$ cat config.mk
export PLATFORM = sky130hd
export DESIGN_NAME = md_stall_controller
export DESIGN_NICKNAME = d
export VERILOG_FILES = /design/src/rtl/md_stall_controller_pkg.sv /design/src/rtl/instr_field_decode.sv /design/src/rtl/md_stall_controller.sv
export SDC_FILE = /design/constraint.sdc
export NUM_CORES = 1
export LEC_CHECK = 0
export BUFFER_PORTS_ARGS = -buffer_cell sky130_fd_sc_hd__buf_2
export CORE_AREA = 2 2 55 57
export DETAILED_ROUTE_END_ITERATION = 12
export DIE_AREA = 0 0 57 59
export PLACE_DENSITY = 0.73
export SETUP_SLACK_MARGIN = 0.5
export SKIP_CTS_REPAIR_TIMING = 1
export SLEW_MARGIN = 20
export SYNTH_ARGS = -nofsm -noshare
export SYNTH_HDL_FRONTEND = slang
export SYNTH_SLANG_ARGS = --single-unit
$ cat constraint.sdc
create_clock -name clock -period 1.65 [get_ports clock]
set_clock_uncertainty 0.05 [all_clocks]
set_input_delay 0.165 -clock clock [delete_from_list [all_inputs] [get_ports clock]]
set_output_delay 0.165 -clock clock [all_outputs]
set_load 0.02 [all_outputs]
$ cat src/rtl/md_stall_controller_pkg.sv
// Shared definitions for the mult/div stall controller.
//
// Holds the instruction field layout, the opcode and ALU-op encodings the
// controller decodes, the controller FSM state encoding and the NOP word.
// Imported by md_stall_controller and instr_field_decode.
package md_stall_controller_pkg;

  // Field positions (LSB) within a 32-bit instruction word; every field is 5 bits.
  localparam int unsigned FIELD_W    = 5;
  localparam int unsigned OPCODE_LSB = 27;
  localparam int unsigned RD_LSB     = 22;
  localparam int unsigned RS_LSB     = 17;
  localparam int unsigned RT_LSB     = 12;
  localparam int unsigned ALUOP_LSB  = 2;

  // Opcodes.
  localparam logic [4:0] OP_RTYPE = 5'b00000;
  localparam logic [4:0] OP_BNE   = 5'b00010;
  localparam logic [4:0] OP_JR    = 5'b00100;
  localparam logic [4:0] OP_BLT   = 5'b00110;
  localparam logic [4:0] OP_SW    = 5'b00111;
  localparam logic [4:0] OP_LW    = 5'b01000;

  // ALU ops for R-type instructions.
  localparam logic [4:0] ALU_SLL = 5'b00100;
  localparam logic [4:0] ALU_SRA = 5'b00101;
  localparam logic [4:0] ALU_MUL = 5'b00110;
  localparam logic [4:0] ALU_DIV = 5'b00111;

  // Word loaded into a latch to turn it into a bubble.
  localparam logic [31:0] NOP = 32'h0000_0000;

  // Controller state.
  typedef enum logic [1:0] {
    StIdle = 2'b00,
    StBusy = 2'b01,
    StDone = 2'b10
  } md_state_e;

  // Extract a 5-bit field starting at bit lsb.
  function automatic logic [4:0] get_field(input logic [31:0] instr, input int unsigned lsb);
    return instr[lsb +: FIELD_W];
  endfunction

endpackage

$ cat src/rtl/instr_field_decode.sv
// Instruction field decoder for the stall controller.
//
// Purely combinational. One copy looks at the F/D latch, another at the D/X
// latch.
//
// Ports:
//   instr    in  32  instruction word
//   is_lw    out 1   load word
//   is_mul   out 1   R-type multiply
//   is_div   out 1   R-type divide
//   reads_rt out 1   instruction sources register rt (R-type except shifts)
//   reads_rd out 1   instruction sources register rd (sw/bne/jr/blt)
//   rs       out 5   rs field
//   rt       out 5   rt field
//   rd       out 5   rd field
module instr_field_decode
  import md_stall_controller_pkg::*;
(
  input  logic [31:0] instr,
  output logic        is_lw,
  output logic        is_mul,
  output logic        is_div,
  output logic        reads_rt,
  output logic        reads_rd,
  output logic [4:0]  rs,
  output logic [4:0]  rt,
  output logic [4:0]  rd
);

  logic [4:0] opcode;
  logic [4:0] alu_op;
  logic       is_rtype;

  assign opcode   = get_field(instr, OPCODE_LSB);
  assign alu_op   = get_field(instr, ALUOP_LSB);
  assign rd       = get_field(instr, RD_LSB);
  assign rs       = get_field(instr, RS_LSB);
  assign rt       = get_field(instr, RT_LSB);

  assign is_rtype = (opcode == OP_RTYPE);
  assign is_lw    = (opcode == OP_LW);
  assign is_mul   = is_rtype && (alu_op == ALU_MUL);
  assign is_div   = is_rtype && (alu_op == ALU_DIV);

  // Shifts carry a shamt where rt would otherwise be read.
  assign reads_rt = is_rtype && (alu_op != ALU_SLL) && (alu_op != ALU_SRA);

  // These opcodes use the rd slot as a source operand.
  assign reads_rd = (opcode == OP_SW) || (opcode == OP_BNE) ||
                    (opcode == OP_JR) || (opcode == OP_BLT);

  // Shamt and the two low bits play no part in hazard detection.
  logic unused_bits;
  assign unused_bits = ^{instr[11:7], instr[1:0]};

endmodule

$ cat src/rtl/md_stall_controller.sv
// Mult/div sequencer and load-use stall generator for the X stage.
//
// When a mul/div reaches D/X the controller freezes F/D and D/X, bubbles
// X/M, fires a one-cycle start pulse to the multdiv unit and waits for its
// result (or a timeout). On completion it steers the unit's result and
// exception flag into X/M for one cycle. In IDLE it also raises the
// load-use stall the bypass network cannot cover.
//
// Ports:
//   clock             in  1   system clock, rising edge
//   reset             in  1   synchronous, active-high
//   inFD              in  32  instruction in F/D latch
//   inDX              in  32  instruction in D/X latch
//   flush             in  1   branch/jump taken, D/X squashed this cycle
//   multdiv_ready     in  1   unit result valid
//   multdiv_exception in  1   unit overflow/div-by-zero, valid with ready
//   ctrl_MULT         out 1   registered one-cycle multiply start
//   ctrl_DIV          out 1   registered one-cycle divide start
//   stall_fd          out 1   hold PC and F/D latch
//   stall_dx          out 1   hold D/X latch
//   bubble_xm         out 1   load nop into X/M
//   md_result_sel     out 1   X/M takes the multdiv result
//   md_ovf            out 1   exception flag to X/M, valid with md_result_sel
//   md_busy           out 1   controller not idle
module md_stall_controller
  import md_stall_controller_pkg::*;
#(
  parameter int unsigned TIMEOUT_CYCLES = 64,
  parameter int unsigned CNT_W          = 7
) (
  input  logic        clock,
  input  logic        reset,
  input  logic [31:0] inFD,
  input  logic [31:0] inDX,
  input  logic        flush,
  input  logic        multdiv_ready,
  input  logic        multdiv_exception,
  output logic        ctrl_MULT,
  output logic        ctrl_DIV,
  output logic        stall_fd,
  output logic        stall_dx,
  output logic        bubble_xm,
  output logic        md_result_sel,
  output logic        md_ovf,
  output logic        md_busy
);

  // ---------------------------------------------------------------------------
  // Field decode of both latches
  // ---------------------------------------------------------------------------
  logic       fd_is_lw, fd_is_mul, fd_is_div, fd_reads_rt, fd_reads_rd;
  logic [4:0] fd_rs, fd_rt, fd_rd;
  logic       dx_is_lw, dx_is_mul, dx_is_div, dx_reads_rt, dx_reads_rd;
  logic [4:0] dx_rs, dx_rt, dx_rd;

  instr_field_decode u_fd_decode (
    .instr    (inFD),
    .is_lw    (fd_is_lw),
    .is_mul   (fd_is_mul),
    .is_div   (fd_is_div),
    .reads_rt (fd_reads_rt),
    .reads_rd (fd_reads_rd),
    .rs       (fd_rs),
    .rt       (fd_rt),
    .rd       (fd_rd)
  );

  instr_field_decode u_dx_decode (
    .instr    (inDX),
    .is_lw    (dx_is_lw),
    .is_mul   (dx_is_mul),
    .is_div   (dx_is_div),
    .reads_rt (dx_reads_rt),
    .reads_rd (dx_reads_rd),
    .rs       (dx_rs),
    .rt       (dx_rt),
    .rd       (dx_rd)
  );

  // Only the consumer side of F/D and the producer side of D/X matter here.
  logic unused_decode;
  assign unused_decode = ^{fd_is_lw, fd_is_mul, fd_is_div,
                           dx_reads_rt, dx_reads_rd, dx_rs, dx_rt};

  // ---------------------------------------------------------------------------
  // State
  // ---------------------------------------------------------------------------
  md_state_e        state_q;
  logic [CNT_W-1:0] cnt_q;
  logic             ovf_q;

  logic st_idle, st_busy, st_done;
  assign st_idle = (state_q == StIdle);
  assign st_busy = (state_q == StBusy);
  assign st_done = (state_q == StDone);

  // ---------------------------------------------------------------------------
  // Hazard detection (only meaningful in IDLE)
  // ---------------------------------------------------------------------------
  logic dx_is_md;
  logic fd_reads_dx_rd;
  logic start;
  logic load_use;

  assign dx_is_md = dx_is_mul || dx_is_div;

  assign fd_reads_dx_rd = (fd_rs == dx_rd) ||
                          (fd_reads_rt && (fd_rt == dx_rd)) ||
                          (fd_reads_rd && (fd_rd == dx_rd));

  // A squashed D/X instruction neither starts the unit nor stalls anything.
  assign start    = st_idle && !flush && dx_is_md;
  assign load_use = st_idle && !flush && !dx_is_md && dx_is_lw &&
                    (dx_rd != 5'd0) && fd_reads_dx_rd;

  // Busy-cycle bookkeeping: cnt_q counts completed BUSY cycles.
  logic first_busy;
  logic last_busy;
  assign first_busy = (cnt_q == '0);
  assign last_busy  = (cnt_q == CNT_W'(TIMEOUT_CYCLES - 1));

  // ---------------------------------------------------------------------------
  // FSM
  // ---------------------------------------------------------------------------
  always_ff @(posedge clock) begin
    if (reset) begin
      state_q   <= StIdle;
      cnt_q     <= '0;
      ovf_q     <= 1'b0;
      ctrl_MULT <= 1'b0;
      ctrl_DIV  <= 1'b0;
    end else begin
      ctrl_MULT <= 1'b0;
      ctrl_DIV  <= 1'b0;
      unique case (state_q)
        StIdle: begin
          if (start) begin
            state_q   <= StBusy;
            cnt_q     <= '0;
            ctrl_MULT <= dx_is_mul;
            ctrl_DIV  <= dx_is_div;
          end
        end
        StBusy: begin
          cnt_q <= cnt_q + CNT_W'(1);
          // The pulse cycle cannot carry a valid result; a ready that
          // coincides with the timeout still delivers the real result.
          if (!first_busy && multdiv_ready) begin
            state_q <= StDone;
            ovf_q   <= multdiv_exception;
          end else if (last_busy) begin
            state_q <= StDone;
            ovf_q   <= 1'b1;
          end
        end
        StDone: begin
          state_q <= StIdle;
          cnt_q   <= '0;
          ovf_q   <= 1'b0;
        end
        default: begin
          state_q <= StIdle;
          cnt_q   <= '0;
          ovf_q   <= 1'b0;
        end
      endcase
    end
  end

  // ---------------------------------------------------------------------------
  // Outputs
  // ---------------------------------------------------------------------------
  // Stalls are quiet while reset is held, even with a mul/div sitting in D/X.
  assign stall_dx      = !reset && (start || st_busy);
  assign bubble_xm     = stall_dx;
  assign stall_fd      = !reset && (start || st_busy || load_use);
  assign md_result_sel = st_done;
  assign md_ovf        = ovf_q;
  assign md_busy       = !st_idle;

endmodule
==> results of run 1 <==
## kinds of logic after synthesis
logic type	Yosys count	synth area share [%]
adders and majority gates	2	2.80
and+or+nand+nor	53	34.0
AOI/OAI and AO/OA	18	17.3
xor gates and xnor gates	15	14.7
buffers and inverters	7	4.34
DFF	12	26.9
## power breakdown
| part | internal, W | switching, W |
|---|---|---|
| Clock | 0.000134 | 0.000102 |
| Sequential | 0.000286 | 0.0000000635 |
| Combinational | 0.0000696 | 0.0000622 |
## worst max-delay path, stage by stage
cell      delay [ns]
buf_2           0.11
or4_4           0.54
nor4_4          0.17
nand2_1         0.08
o311ai_1        0.09
a41o_2          0.25
buf_6           0.11
## per-stage QoR
| step | util (%) | TNS, ns | cell area [sq um] | total power, W |
|---|---|---|---|---|
| 2_1_floorplan | - | 0 | 922 | 0.000340 |
| 3_3_place_gp | 46.1 | -0.263 | 1250 | 0.000410 |
| 3_5_place_dp | 46.1 | -0.331 | 1250 | 0.000414 |
| 4_1_cts | 47.5 | -0.315 | 1290 | 0.000648 |
| 5_1_grt | 55.5 | -0.552 | 1500 | 0.000689 |
| 6_report | 55.5 | -0.185 | 1500 | 0.000654 |
## state kept, by name (all words and copies together), names as in the netlist
register and flops:
cnt_q 7, ctrl_DIV 1, ctrl_MULT 1, md_ovf 1
state_q 2
## placed cells by master, fill, tap and decap left out, drive strengths merged, types with 2 or more instances in the layout
cell / n
a21oi: 3
xor2: 10
nor2: 15
nand3: 4
nor2b: 2
nor3: 6
nand2: 8
dfxtp: 12
clkbuf: 4
o21ai: 2
or2: 4
buf: 66
xnor2: 5
or4: 2
a311oi: 4
nor4: 5
ha: 2
inv: 2
## path summary, 6_finish.rpt
path | from | endpoint | slack, ns | cells past startpoint
hold / removal | inDX[30] | ctrl_MULT | 0.18 | 4
setup / recovery | inFD[31] | stall_fd | -0.08 | 7
setup reg to reg | cnt_q[0] | state_q[0] | -0.03 | 7
hold reg to reg | md_ovf | md_ovf | 0.47 | 2
## layout make-up
| cell class | instances | area [sq um] | share of cell area (%) |
|---|---|---|---|
| timing repair buffer | 67 | 427 | 28.4 |
| clock buffer | 4 | 36.3 | 2.41 |
| sequential | 12 | 250 | 16.6 |
| inverter | 2 | 7.51 | 0.499 |
| tap | 31 | 38.8 | 2.58 |
| multi-input combinational | 88 | 744 | 49.5 |
## metal layers
| layer | track usage, % | routed length (um) | up-vias |
|---|---|---|---|
| li1 | - | - | 520 |
| met3 | 3.06 | 150 | 12 |
| met1 | 16.4 | 1050 | 486 |
| met2 | 26.6 | 1470 | 35 |
| met4 | 9.30 | 97 | 0 |
| met5 | 0 | 0 | - |
==> qor.csv, run 1 <==
stage;metric;value;unit
grt;GRT Overall Usage;15.0;%
pwr;Max VDD drop;0.000388;V
worst_hold_path;worst hold path type;input port to register;
synth;post-synthesis cell area;895;sq um
timing;Fin. Hold Viols;0;
placed_design;Place WS;-0.149;ns
clock_tree;H-tree depth;1;
cells_and_area;Layout Nets;245;
clock_tree;CTS buffer count;3;
clock_tree;Clock Path Buffers;2;
die;Floorplan Core Area;2710;sq um
synth;syn nets;178;
synth;Post-synth EDFFs;0;
routing;via count;1053;
status;status;complete, but fails checks;
timing;Worst Slack Setup Final;-0.0801;ns
setup_path;CP Data Arrival Time;1.52;ns
synth;register area share after synthesis;26.9;%
synth;Primary FF master, synth;dfxtp_1;
setup_path;WP data required;1.43;ns
routing;final WL;2.77;mm
clock_tree;TritonCTS clock tree;built;
clock_tree;Worst-path clk slew;0.07;ns
placed_design;dpl hpwl;1.99;mm
timing;worst hold slack;0.178;ns
die;Top-Level Pins;77;
synth;Synth cell types;41;
status;failing checks;negative setup slack;
synth;yosys warns;0;
cells_and_area;area grow syn2layout;68.1;%
cells_and_area;share of post-route cells with drive strength above 1;59.0;%
die;Core Rows;19;
clock_tree;Root Buffer;clkbuf_4;
synth;Synth Area per Inst;8.36;sq um
routing;routed length per instance;13.6;um
synth;Synth Register Bits;12;
timing;Tightest Pin Transition;0.313;ns
die;Initial Util;33.0;%
synth;Synth area leaders;dfxtp_1, xor2_1, nor2_1, xnor2_1, a311oi_1;
synth;Syn Inst Count;107;
timing;count of final max-slew check failures;0;
grt;first-pass GRT wire length;3.95;mm
clock_tree;Worst-Skew Late Latency;0.28;ns
setup_path;critical path fanouts, max;2;
timing;RSZ-0062 raised after global routing;true;
placed_design;Cells after DPL;194;
routing;DRC;0;
grt;largest net degree at the start of global routing;13;
timing;Period minus WS final;1.73;ns
timing;worst rel slew slack;79.1;%
setup_path;Setup crit end kind;primary output;
routing;drt initial violations;13;
routing;Via density;5.16;
timing;final setup fails;4;
setup_path;crit path kind;input port to primary output;
routing;Pre-Repair DR Iteration Count;4;
cells_and_area;non-filler instance count after layout;204;
die;die width;57;um
die;die area;3360;sq um
placed_design;Placer Congestion;0.759;
routing;remaining antenna violation count after routing;0;
synth;list of most frequent post-synthesis cells;nor2_1, dfxtp_1, xor2_1;
timing;Final Cycle Share;105;%
cells_and_area;# diodes;0;
placed_design;Port Buffers;51;
run;total of max-cap violations;0;
synth;Yosys top cell by area;dfxtp_1;
pwr;pwr dens;435;nW/um^2
setup_path;Startpoint Class;input port;
grt;initial antenna violation count;0;
timing;Peak Freq;0.578;GHz
synth;fraction of registers with async set/reset;0;%
cells_and_area;fillers;251;
grt;total gr overflow;0;
synth;post-synth top area share;26.9;%
clock_tree;CTS Sinks;12;
pwr;Leakage;0.626;nW
synth;most numerous cell in the Yosys netlist;nor2_1;
die;die height;59;um
grt;vias in the first global route;975;
No activity file was read; power rests on OpenSTA's default activity.
==> run 2: changes to the inputs <==
==> constraint.sdc (replaced) <==
create_clock -name clock -period 1.5 [get_ports clock]
set_clock_uncertainty 0.05 [all_clocks]
set_input_delay 0.15 -clock clock [delete_from_list [all_inputs] [get_ports clock]]
set_output_delay 0.15 -clock clock [all_outputs]
set_load 0.02 [all_outputs]
==> qor.csv, run 2 (synthesized netlist as in run 1, its figures left out) <==
stage;metric;value;unit;change
cells_and_area;area grow syn2layout;65.3;%;
die;die area;3360;sq um;unchanged
timing;RSZ-0062 raised after global routing;true;;
placed_design;Port Buffers;51;;unchanged
routing;Pre-Repair DR Iteration Count;4;;unchanged
grt;largest net degree at the start of global routing;13;;unchanged
pwr;clock share of power;35.0;%;-1.2 points
routing;Via density;5.04;;-2.3%
grt;first-pass GRT wire length;4.50;mm;+14%
cells_and_area;Layout Nets;251;;+2.4%
setup_path;critical path fanouts, max;3;;+1
placed_design;Cells after DPL;205;;+5.7%
timing;Peak Freq;0.571;GHz;
pwr;Comb power frac;20.9;%;+0.8 points
routing;DRC;0;;unchanged
cells_and_area;most common cell after layout, fill and taps aside;buf_2;;
cells_and_area;Design Area, Final;1480;sq um;-1.7%
grt;initial antenna violation count;0;;unchanged
grt;total gr overflow;0;;unchanged
clock_tree;CTS buffer count;3;;unchanged
die;die width;57;um;unchanged
die;Initial Util;33.0;%;unchanged
cells_and_area;biggest regs;cnt_q x7, state_q x2;;
placed_design;placed inst area;1330;sq um;+6.6%
pwr;switching share of power;23.7;%;-1.4 points
grt;vias in the first global route;1071;;+9.8%
timing;worst rel slew slack;77.7;%;-1.5 points
pwr;pwr dens;488;nW/um^2;+12%
timing;count of final max-slew check failures;0;;unchanged
timing;Final Cycle Share;117;%;
timing;final setup fails;6;;+2
run;total of max-cap violations;0;;unchanged
pwr;Max VDD drop;0.000492;V;+27%
clock_tree;CTS Sinks;12;;unchanged
pwr;sequential share of power;44.1;%;+0.4 points
setup_path;WP data required;1.30;ns;-0.13 ns
routing;drt initial violations;27;;+14
status;failing checks;negative setup slack;;
timing;worst hold slack;0.151;ns;-0.0274 ns
timing;Worst Slack Setup Final;-0.252;ns;-0.172 ns
cells_and_area;share of post-route cells with drive strength above 1;57.0;%;-2.0 points
pwr;Leakage;0.647;nW;+3.3%
pwr;NetSw;0.000171;W;+4.0%
placed_design;Placer Congestion;0.900;;+19%
clock_tree;H-tree depth;1;;unchanged
die;Core Rows;19;;unchanged
timing;Tightest Pin Transition;0.333;ns;+0.0195 ns
status;status;complete, but fails checks;;
routing;via count;1059;;+0.57%
pwr;Int Pwr;0.000551;W;+12%
timing;Period minus WS final;1.75;ns;
setup_path;Startpoint Class;input port;;
die;Floorplan Core Area;2710;sq um;unchanged
grt;GRT Overall Usage;16.7;%;+1.7 points
routing;final WL;2.67;mm;-3.7%
setup_path;CP Data Arrival Time;1.55;ns;+0.03 ns
worst_hold_path;worst hold path type;input port to register;;
placed_design;Place WS;-0.234;ns;-0.0843 ns
cells_and_area;# diodes;0;;unchanged
clock_tree;TritonCTS clock tree;built;;
setup_path;Setup crit end kind;primary output;;
cells_and_area;most frequent cells in the layout;buf_2, buf_4, nor2_1, xor2_1;;
cells_and_area;max reg flops;7;;unchanged
clock_tree;Worst-path clk slew;0.07;ns;about the same
placed_design;dpl hpwl;2.20;mm;+10%
timing;Fin. Hold Viols;0;;unchanged
routing;routed length per instance;12.7;um;-6.4%
cells_and_area;non-filler instance count after layout;210;;+2.9%
clock_tree;Clock Path Buffers;2;;unchanged
setup_path;crit path kind;input port to primary output;;
die;Top-Level Pins;77;;unchanged
die;die height;59;um;unchanged
cells_and_area;Biggest register;cnt_q;;
routing;remaining antenna violation count after routing;0;;unchanged
clock_tree;Root Buffer;clkbuf_4;;
clock_tree;Worst-Skew Late Latency;0.27;ns;about the same
## run 2: stage by stage
stage / setup TNS (ns) / utilization [%] / power [W]
global placement: -1.75 / 49.2 / 0.000466
floorplan: -0.366 / - / 0.000374
CTS: -1.16 / 50.5 / 0.000724
finish: -1.12 / 54.6 / 0.000722
detailed placement: -2.03 / 49.2 / 0.000471
global route: -1.55 / 54.6 / 0.000755
## run 2: area by class of cell
class	count	area, sq um
Sequential cell	12	245
Tap cell	31	38.8
Inverter	2	7.51
Multi-Input combinational cell	88	684
Fill cell	259	1230
Clock buffer	4	36.3
Timing Repair Buffer	73	467
## run 2: routing by layer
layer	wire (um)	vias to the layer above	track usage, %
li1	-	532	-
met1	1110	494	20.2
met2	1380	29	30.0
met3	124	4	2.62
met4	48	0	5.98
met5	0	-	0
## run 2: critical path, cell delays in order
cell	delay, ns
buf_6	0.09
or4_4	0.54
nor4_4	0.26
nor2_2	0.08
nor3_4	0.17
a41o_2	0.14
buf_6	0.11
## run 2: path summary, 6_finish.rpt
check,startpoint,endpoint,slack (ns),depth (start not counted)
setup reg to reg,cnt_q[0],md_ovf,-0.19,7
hold reg to reg,md_ovf,md_ovf,0.47,2
hold / removal,reset,state_q[0],0.15,2
setup / recovery,inDX[27],stall_fd,-0.25,7
## run 2: power by group through the flow
stage | logic [W] | registers, W | clock network, W
global route | 0.000167 | 0.000318 | 0.000271
global placement | 0.000140 | 0.000326 | 0
floorplan | 0.0000480 | 0.000326 | 0
detailed placement | 0.000145 | 0.000326 | 0
finish | 0.000151 | 0.000318 | 0.000252
CTS | 0.000146 | 0.000318 | 0.000260
==> run 3: changes to the inputs <==
--- a/config.mk
+++ b/config.mk
@@ -6,10 +6,10 @@
 export NUM_CORES = 1
 export LEC_CHECK = 0
 export BUFFER_PORTS_ARGS = -buffer_cell sky130_fd_sc_hd__buf_2
-export CORE_AREA = 2 2 55 57
+export CORE_AREA = 2 2 58 60
 export DETAILED_ROUTE_END_ITERATION = 12
-export DIE_AREA = 0 0 57 59
-export PLACE_DENSITY = 0.73
+export DIE_AREA = 0 0 60 62
+export PLACE_DENSITY = 0.66
 export SETUP_SLACK_MARGIN = 0.5
 export SKIP_CTS_REPAIR_TIMING = 1
 export SLEW_MARGIN = 20
==> qor.csv, run 3 (synthesized netlist as in run 1, its figures left out) <==
stage;metric;value;unit;change
cells_and_area;# diodes;0;;unchanged
clock_tree;H-tree depth;1;;unchanged
timing;Period minus WS final;1.77;ns;+0.0194 ns
cells_and_area;max reg flops;7;;unchanged
grt;vias in the first global route;971;;-9.3%
clock_tree;Root Buffer;clkbuf_4;;
die;die width;60;um;+5.3%
clock_tree;CTS buffer count;3;;unchanged
placed_design;dpl hpwl;1.94;mm;-12%
clock_tree;Worst-Skew Late Latency;0.28;ns;about the same
timing;worst hold slack;0.154;ns;+0.00285 ns
setup_path;worst reg2reg setup slack;-0.17;ns;+0.02 ns
cells_and_area;Layout Nets;254;;+1.2%
setup_path;Crit Reg-Reg Endpoint;state_q[0];;
routing;via count;1040;;-1.8%
placed_design;Port Buffers;51;;unchanged
cells_and_area;Biggest register;cnt_q;;
pwr;Max VDD drop;0.000192;V;-61%
worst_hold_path;worst hold path type;input port to register;;
grt;initial antenna violation count;0;;unchanged
routing;drt initial violations;26;;-3.7%
die;Core Rows;21;;+2
cells_and_area;Finished Core Util;46.9;%;-7.7 points
grt;GRT Overall Usage;14.1;%;-2.7 points
setup_path;Startpoint Class;input port;;
cells_and_area;most common cell after layout, fill and taps aside;buf_2;;
routing;final WL;2.36;mm;-11%
status;status;complete, but fails checks;;
status;failing checks;negative setup slack;;
setup_path;crit path kind;input port to primary output;;
cells_and_area;share of post-route cells with drive strength above 1;55.5;%;-1.5 points
routing;remaining antenna violation count after routing;0;;unchanged
timing;worst rel slew slack;80.1;%;+2.5 points
die;Floorplan Core Area;3180;sq um;+17%
setup_path;RR Startpoint;cnt_q[0];;
setup_path;critical path endpoint;stall_fd;;
setup_path;reg2reg path depth;7;;unchanged
cells_and_area;fillers;327;;+26%
die;die area;3720;sq um;+11%
cells_and_area;biggest regs;cnt_q x7, state_q x2;;
clock_tree;Clock Path Buffers;2;;unchanged
pwr;pwr dens;489;nW/um^2;+0.16%
timing;Worst Slack Setup Final;-0.271;ns;-0.0194 ns
setup_path;critical path fanouts, max;3;;unchanged
setup_path;WP data required;1.30;ns;about the same
die;Initial Util;28.1;%;-4.9 points
die;Top-Level Pins;77;;unchanged
cells_and_area;non-filler instance count after layout;228;;+8.6%
routing;DRC;0;;unchanged
clock_tree;CTS Sinks;12;;unchanged
timing;Peak Freq;0.565;GHz;-1.1%
setup_path;crit path from;flush;;
grt;largest net degree at the start of global routing;13;;unchanged
pwr;Leakage;0.661;nW;+2.2%
routing;Pre-Repair DR Iteration Count;4;;unchanged
routing;Via density;4.56;;-9.5%
timing;count of final max-slew check failures;0;;unchanged
cells_and_area;area grow syn2layout;66.6;%;
die;die height;62;um;+5.1%
run;total of max-cap violations;0;;unchanged
grt;total gr overflow;0;;unchanged
placed_design;Placer Congestion;0.751;;-16%
placed_design;Cells after DPL;220;;+7.3%
timing;Fin. Hold Viols;0;;unchanged
routing;routed length per instance;10.4;um;-18%
timing;Final Cycle Share;118;%;+1.3 points
timing;final setup fails;6;;unchanged
setup_path;Setup crit end kind;primary output;;
clock_tree;TritonCTS clock tree;built;;
setup_path;CP Data Arrival Time;1.57;ns;+0.02 ns
cells_and_area;most frequent cells in the layout;buf_2, buf_4, nor2_1, xor2_1;;
timing;Tightest Pin Transition;0.298;ns;-0.0345 ns
grt;first-pass GRT wire length;4.00;mm;-11%
timing;RSZ-0062 raised after global routing;true;;
clock_tree;Worst-path clk slew;0.08;ns;about the same
run 3: cell count changes in the layout (fill, tap and decap cells not counted), sizes merged:
cell / before / now
buf: 72 / 75
run 3: worst min-delay path by stage:
stage / depth (start not counted) / to / from / slack, ns
6_report: 4 / ctrl_MULT / inDX[30] / 0.15
5_1_grt: 2 / cnt_q[0] / reset / 0.19
4_1_cts: 2 / ctrl_MULT / inDX[2] / -0.03
3_5_place_dp: 2 / ctrl_MULT / inDX[2] / 0.27
3_3_place_gp: 2 / ctrl_MULT / inDX[2] / 0.27
2_1_floorplan: 1 / ctrl_MULT / inDX[2] / 0.17
run 3: cell type report:
| class | instances | area, sq um | area share (%) |
|---|---|---|---|
| Multi-Input combinational cell | 88 | 663 | 44.5 |
| Inverter | 2 | 7.51 | 0.504 |
| Clock buffer | 4 | 36.3 | 2.43 |
| Tap cell | 46 | 57.6 | 3.86 |
| Sequential cell | 12 | 245 | 16.5 |
| Timing Repair Buffer | 76 | 480 | 32.2 |
run 3: metrics by stage:
stage | setup slack, ns | setup TNS (ns) | area (sq um) | total power, W
after floorplan | -0.104 | -0.366 | 922 | 0.000374
after global placement | -0.267 | -1.83 | 1350 | 0.000463
after detailed placement | -0.303 | -1.93 | 1350 | 0.000464
after CTS | -0.305 | -1.12 | 1390 | 0.000732
after global routing | -0.349 | -1.76 | 1490 | 0.000768
final | -0.271 | -1.17 | 1490 | 0.000728
run 3: where the power goes:
part	internal, W	total (W)	switching [W]
registers	0.000318	0.000318	0.0000000415
clock network	0.000148	0.000267	0.000119
logic	0.0000824	0.000143	0.0000607
run 3: layer usage:
layer | part of all wire [%] | vias up | global-route usage [%]
met5 | 0 | - | 0
met4 | 1.9 | 0 | 6.67
met3 | 6.3 | 4 | 2.28
met2 | 47 | 35 | 23.6
met1 | 45 | 460 | 17.6
li1 | - | 541 | -
run 3: critical path, stage by stage:
cell and delay (ns):
buf_6 0.09, or4_4 0.54, nor4_4 0.33, nor2_2 0.08, nor3_4 0.14, a41o_2 0.13
buf_6 0.11
